`config.mk`:
```
export PLATFORM = sky130hd
export DESIGN_NAME = register_file_32x64
export DESIGN_NICKNAME = d
export VERILOG_FILES = /design/src/rtl/register_file_32x64.sv
export SDC_FILE = /design/constraint.sdc
export NUM_CORES = 2
export LEC_CHECK = 0
export ABC_AREA = 0
export CORE_ASPECT_RATIO = 1.1
export CORE_MARGIN = 3
export CORE_UTILIZATION = 67
export CTS_CLUSTER_DIAMETER = 50
export DETAILED_ROUTE_END_ITERATION = 8
export HOLD_SLACK_MARGIN = 0.15
export PLACE_DENSITY_LB_ADDON = 0.15
export RECOVER_POWER = 50
export SLEW_MARGIN = 20
export SYNTH_ARGS = -nofsm -noshare
export SYNTH_HDL_FRONTEND = slang
export SYNTH_SLANG_ARGS = --single-unit
```
`constraint.sdc`:
```
create_clock -name clk -period 13.36 [get_ports clk]
set_clock_uncertainty 0.15 [all_clocks]
set_input_delay 3.34 -clock clk [delete_from_list [all_inputs] [get_ports clk]]
set_output_delay 3.34 -clock clk [all_outputs]
set_load 0.03 [all_outputs]
```
`src/rtl/register_file_32x64.sv`:
```
// 32-entry register file with one write port and two combinational read ports.
// Index 31 is hardwired to zero; optional same-cycle write-to-read forwarding.
module register_file_32x64 #(
  parameter int unsigned WIDTH  = 64,
  parameter bit          BYPASS = 1'b1
) (
  input  logic             clk,
  input  logic             reset,
  input  logic             RegWrite,
  input  logic [4:0]       WriteRegister,
  input  logic [WIDTH-1:0] WriteData,
  input  logic [4:0]       ReadRegister1,
  input  logic [4:0]       ReadRegister2,
  output logic [WIDTH-1:0] ReadData1,
  output logic [WIDTH-1:0] ReadData2
);

  localparam int unsigned NREGS = 32;
  localparam int unsigned AW    = 5;
  localparam logic [AW-1:0] ZERO_IDX = AW'(31);

  logic [WIDTH-1:0] regs [NREGS];
  logic [NREGS-1:0] wen_c;
  logic             fwd1_c;
  logic             fwd2_c;

  // One-hot write enable; index 31 never gets one, so it stays at its reset value
  always_comb begin
    wen_c = '0;
    if (RegWrite && (WriteRegister != ZERO_IDX)) begin
      wen_c[WriteRegister] = 1'b1;
    end
  end

  always_ff @(posedge clk) begin
    if (reset) begin
      for (int i = 0; i < NREGS; i++) begin
        regs[i] <= '0;
      end
    end else begin
      for (int i = 0; i < NREGS; i++) begin
        if (wen_c[i]) begin
          regs[i] <= WriteData;
        end
      end
    end
  end

  // Forwarding is suppressed during reset because the write is about to be discarded
  always_comb begin
    fwd1_c = BYPASS && !reset && wen_c[ReadRegister1];
    fwd2_c = BYPASS && !reset && wen_c[ReadRegister2];
  end

  always_comb begin
    ReadData1 = regs[ReadRegister1];
    ReadData2 = regs[ReadRegister2];
    if (fwd1_c) begin
      ReadData1 = WriteData;
    end
    if (fwd2_c) begin
      ReadData2 = WriteData;
    end
    if (ReadRegister1 == ZERO_IDX) begin
      ReadData1 = '0;
    end
    if (ReadRegister2 == ZERO_IDX) begin
      ReadData2 = '0;
    end
  end

endmodule

```
== Yosys cells after proc, flatten, opt, wreduce, memory -nomap -nowiden ==
Memory sizes are Yosys's and may differ from the RTL's.
Index checks and enable logic that the tools add are counted.
Storage, ports and cells
  register bits after elaboration: 0
  RAM bits: 2048
  output and inout bits: 128
  logic and storage cells: 186
  memories kept: 1
Operators by class
  magnitude comparators: 4
  equality and inequality tests: 3
  multiplexer cells: 141
  bitwise gates (word level): 32
  reduce and logical (&&, ||, !) cells: 5
Memories
  regs: words 32, width 64, read ports 2, clocked after memory_dff 0, write ports 32, line 22  | logic [WIDTH-1:0] regs [NREGS];
Operators by type and width (count)
  two-way mux 64 bit: 36
  two-way mux 1 bit: 101
  two-way mux 32 bit: 1
  bitwise OR 1 bit: 32
  less-than comparator 5 x 6 -> 1 bit, second input constant: 3
  binary-select mux 1 bit (select 5 bit): 2
  == test 5 bit, second input constant: 2
  demux 1 bit (select 5 bit): 1
  >= comparator 5 x 1 -> 1 bit, second input constant: 1
  != test 5 bit, second input constant: 1
  logical AND 1 bit: 4
  zero test 1 bit: 1

== Longest topological paths before layout ==
  depth after elaboration: 10
  gate-level depth with buffers: 9
  gate-level depth less buffers: 6

== Worst setup path before layout ==
OpenSTA, ideal clock, no wires.
  kind: input-to-reg
  from: input port WriteRegister[1]
  to: memory regs[28][0], enable pin
  data arrival time: 8276 ps
  required time: 12629 ps
  setup slack: 4353 ps
  stages on the path: 2
  path buffers: 1
  cell sequence: buf_2 -> o31ai_1
RTL lines
  start, declared: line 10  | input logic [4:0] WriteRegister,
  end, declared: line 22

==> impl_metrics.toml <==
[logic_synthesis]
syn_inst = 6092
yosysSeqAreaShare_pct = 61.2
yosysTopAreaCell = "edfxtp_1"
ys_seq_elements = 2048
syn-num-nets = 6174
synthFlopType = "edfxtp_1"
yosysWarnings = 0
synth_area_per_cell_um2 = 16.5
synth.area.top_cells = "edfxtp_1 61%, mux4_2 24%, nor2_1 4.3%, mux2i_1 2.5%, clkbuf_1 1.4%"
synth_edf_count = 2048
async_flop_share_pct = 0
ys_types = 54
synth_top_cell_area_share_pct = 61.2
synth.cell_area_um2 = 100000

[timing]
fin_ws_ps = 444
slew_viol_final = 251
worstMarginPinSlew_ps = 3830
setup_viol = 0
finalCritPeriodShare_pct = 96.7
fin_setup_tns_ps = 0
fmax_mhz = 77.4
min_period_ps = 12920
rsz0062_at_grt = "false"
hold_viol = 0
slew_headroom_pct = -157

[cells_and_area]
fin_cells = 8164
syn2layout_area_growth_pct = 9.91
reg_top3 = "regs x2048"
largest_register = "regs"
num-fill-cells = 8542
num-nets-final = 6129
drive_gt1_share_pct = 25.0
finish.instance_area_um2 = 110000
largest_reg_flops = 2048

[placed_design]
place_ws_ps = 1890
hpwl_um = 171000
dp_cells = 7792
portBuffers = 209
place_area_um2 = 104000
gp_congestion = 0.856

[floorplan]
die_width_um = 375
core-area_um2 = 149000
rows = 148
die_y_um = 412
dieArea_um2 = 155000
start_util_pct = 67.7
ios = 210

[setup_path]
worst_ep_required_time_ps = 13680
cp-endpoint = "regs[16][32]"
critPathSlowestCell = "clkinvlp_2"
crit_path_cell_trace = "clkbuf_1 -> clkinvlp_2 -> nand2_1 -> buf_6"
crit_path_max_incr_delay_ps = 4250
critPathKind = "primary input to flip-flop"
arrival_ps = 13240
cp_max_fo = 50
end_kind = "flip-flop"
worst_setup_path_start_kind = "primary input"
worstSetupStartpoint = "reset"

[route]
drc_errors = 23
vias = 65600
routed_wl_um = 329000
ant_nets = 0
drt_pass1_iterations = 9
wl_per_cell_um = 40.3
vias_per_cell = 8.04
drtIter0Drc = 13300

[run_status]
outcome = "finished, violations left"
violations = "design-rule violations, max-capacitance violations, max-slew violations"

[grt]
grt_usage_pct = 43.1
grt_pass1_wl_um = 465000
antenna_found_initial = 5
grt.overflow.total = 0
grt_pass1_vias = 65000
grt_max_degree = 132

[cts]
cts_max_path_buffers = 3
root_buffer = "clkbuf_16"
cts_buffers = 201
cts_max_level = 4
cts_resized = 0
postCtsSetupBuffers = 0
cts_tree = "yes"
cts_hold_buf = 0
path_clk_slew_ps = 60
cts_sinks = 2048

[worst_hold_path]
hold_path_class = "primary input to flip-flop"

[power_and_ir_drop]
leakagePower_nw = 36.8
p_per_area_nw_per_um2 = 140
peakVddDrop_mv = 0.140

[job]
maxCapViolCount = 9
## metrics by stage
| step | hold slack (ps) | utilization (%) | power, W |
|---|---|---|---|
| 2_1_floorplan | 3550 | - | 0.00920 |
| 3_3_place_gp | 3620 | 70.2 | 0.00992 |
| 3_5_place_dp | 3610 | 70.2 | 0.0100 |
| 4_1_cts | 2720 | 74.4 | 0.0154 |
| 5_1_grt | 3600 | 74.4 | 0.0158 |
| 6_report | 3530 | 74.4 | 0.0155 |
## synth_stat cells (5+ instances only)
| library cell | instances |
|---|---|
| mux2i_1 | 255 |
| inv_1 | 67 |
| xnor2_1 | 6 |
| o22ai_1 | 124 |
| buf_6 | 6 |
| mux2_2 | 5 |
| clkbuf_1 | 368 |
| edfxtp_1 | 2048 |
| a211oi_1 | 67 |
| nor2_1 | 1163 |
| a21oi_1 | 65 |
| nand2_1 | 299 |
| buf_1 | 79 |
| a22oi_1 | 124 |
| buf_2 | 123 |
| o21ai_0 | 129 |
| buf_4 | 10 |
| mux4_2 | 1084 |
| nand3_1 | 5 |
## worst min-delay path by stage
stage / slack (ps) / cells after the start / start / endpoint
2_1_floorplan: 3550 / 2 / WriteData[63] / regs[0][63]
3_3_place_gp: 3620 / 1 / reset / regs[31][10]
3_5_place_dp: 3610 / 1 / reset / regs[31][10]
4_1_cts: 2720 / 1 / reset / regs[31][11]
5_1_grt: 3600 / 3 / WriteData[4] / regs[6][4]
6_report: 3530 / 3 / WriteData[54] / regs[6][54]
## critical path, delay by kind of cell
family	cells	cell delay (ps)
simple gates	1	3010
buf+inv	3	6790
## power breakdown
| part | leakage (nW) | switching, W | internal, W |
|---|---|---|---|
| sequential | 19.6 | 0.000219 | 0.00755 |
| combinational | 14.1 | 0.00127 | 0.000913 |
| clock | 3.04 | 0.00249 | 0.00301 |
## cells by family after synthesis
| group | Yosys count | synth area share [%] |
|---|---|---|
| multiplexers | 1344 | 26.9 |
| XOR/XNOR | 6 | 0.0523 |
| AO/OA/AOI/OAI | 541 | 3.44 |
| AND/OR/NAND/NOR | 1498 | 5.73 |
| flip-flops | 2048 | 61.2 |
| buffers and inverters | 655 | 2.68 |
## cell usage in the layout (no fill, tap or decap), drive strengths merged, types with 4 or more instances in the layout
cell           netlist  routed
a211oi              68      68
a21oi               65      65
a221oi               4       4
a22o                 4       4
a22oi              124     124
buf                218     125
bufinv               0      11
clkbuf             368     267
clkdlybuf4s50        0     200
clkinv               0      87
clkinvlp             0       5
diode                0       4
edfxtp            2048    2048
inv                 69      78
mux2                 5       5
mux2i              255     255
mux4              1084    1084
nand2              300     300
nand3                5       5
nor2              1163    1163
nor2b                4       4
o21ai              133     133
o22ai              124     124
xnor2                6       6
## routing by layer
metal,vias up,wire [um],GRT usage [%]
met5,-,161,0.189
li1,24300,-,-
met2,7062,148000,63.3
met1,32800,101000,57.6
met3,1419,58300,15.5
met4,6,21700,22.8
## layout make-up
cell class              count  area [um^2]  area share [%]
well taps                1950         2440            2.21
diodes                      4         10.0         0.00906
flip-flops and latches   2048        61500            55.7
inverters                  69          265           0.240
clock buffers             254         5270            4.77
clock inverters           112          950           0.860
multi-input cells        3389        36700            33.3
repair buffers            338         3260            2.95
Note: power is estimated with default switching activity, not from simulation.
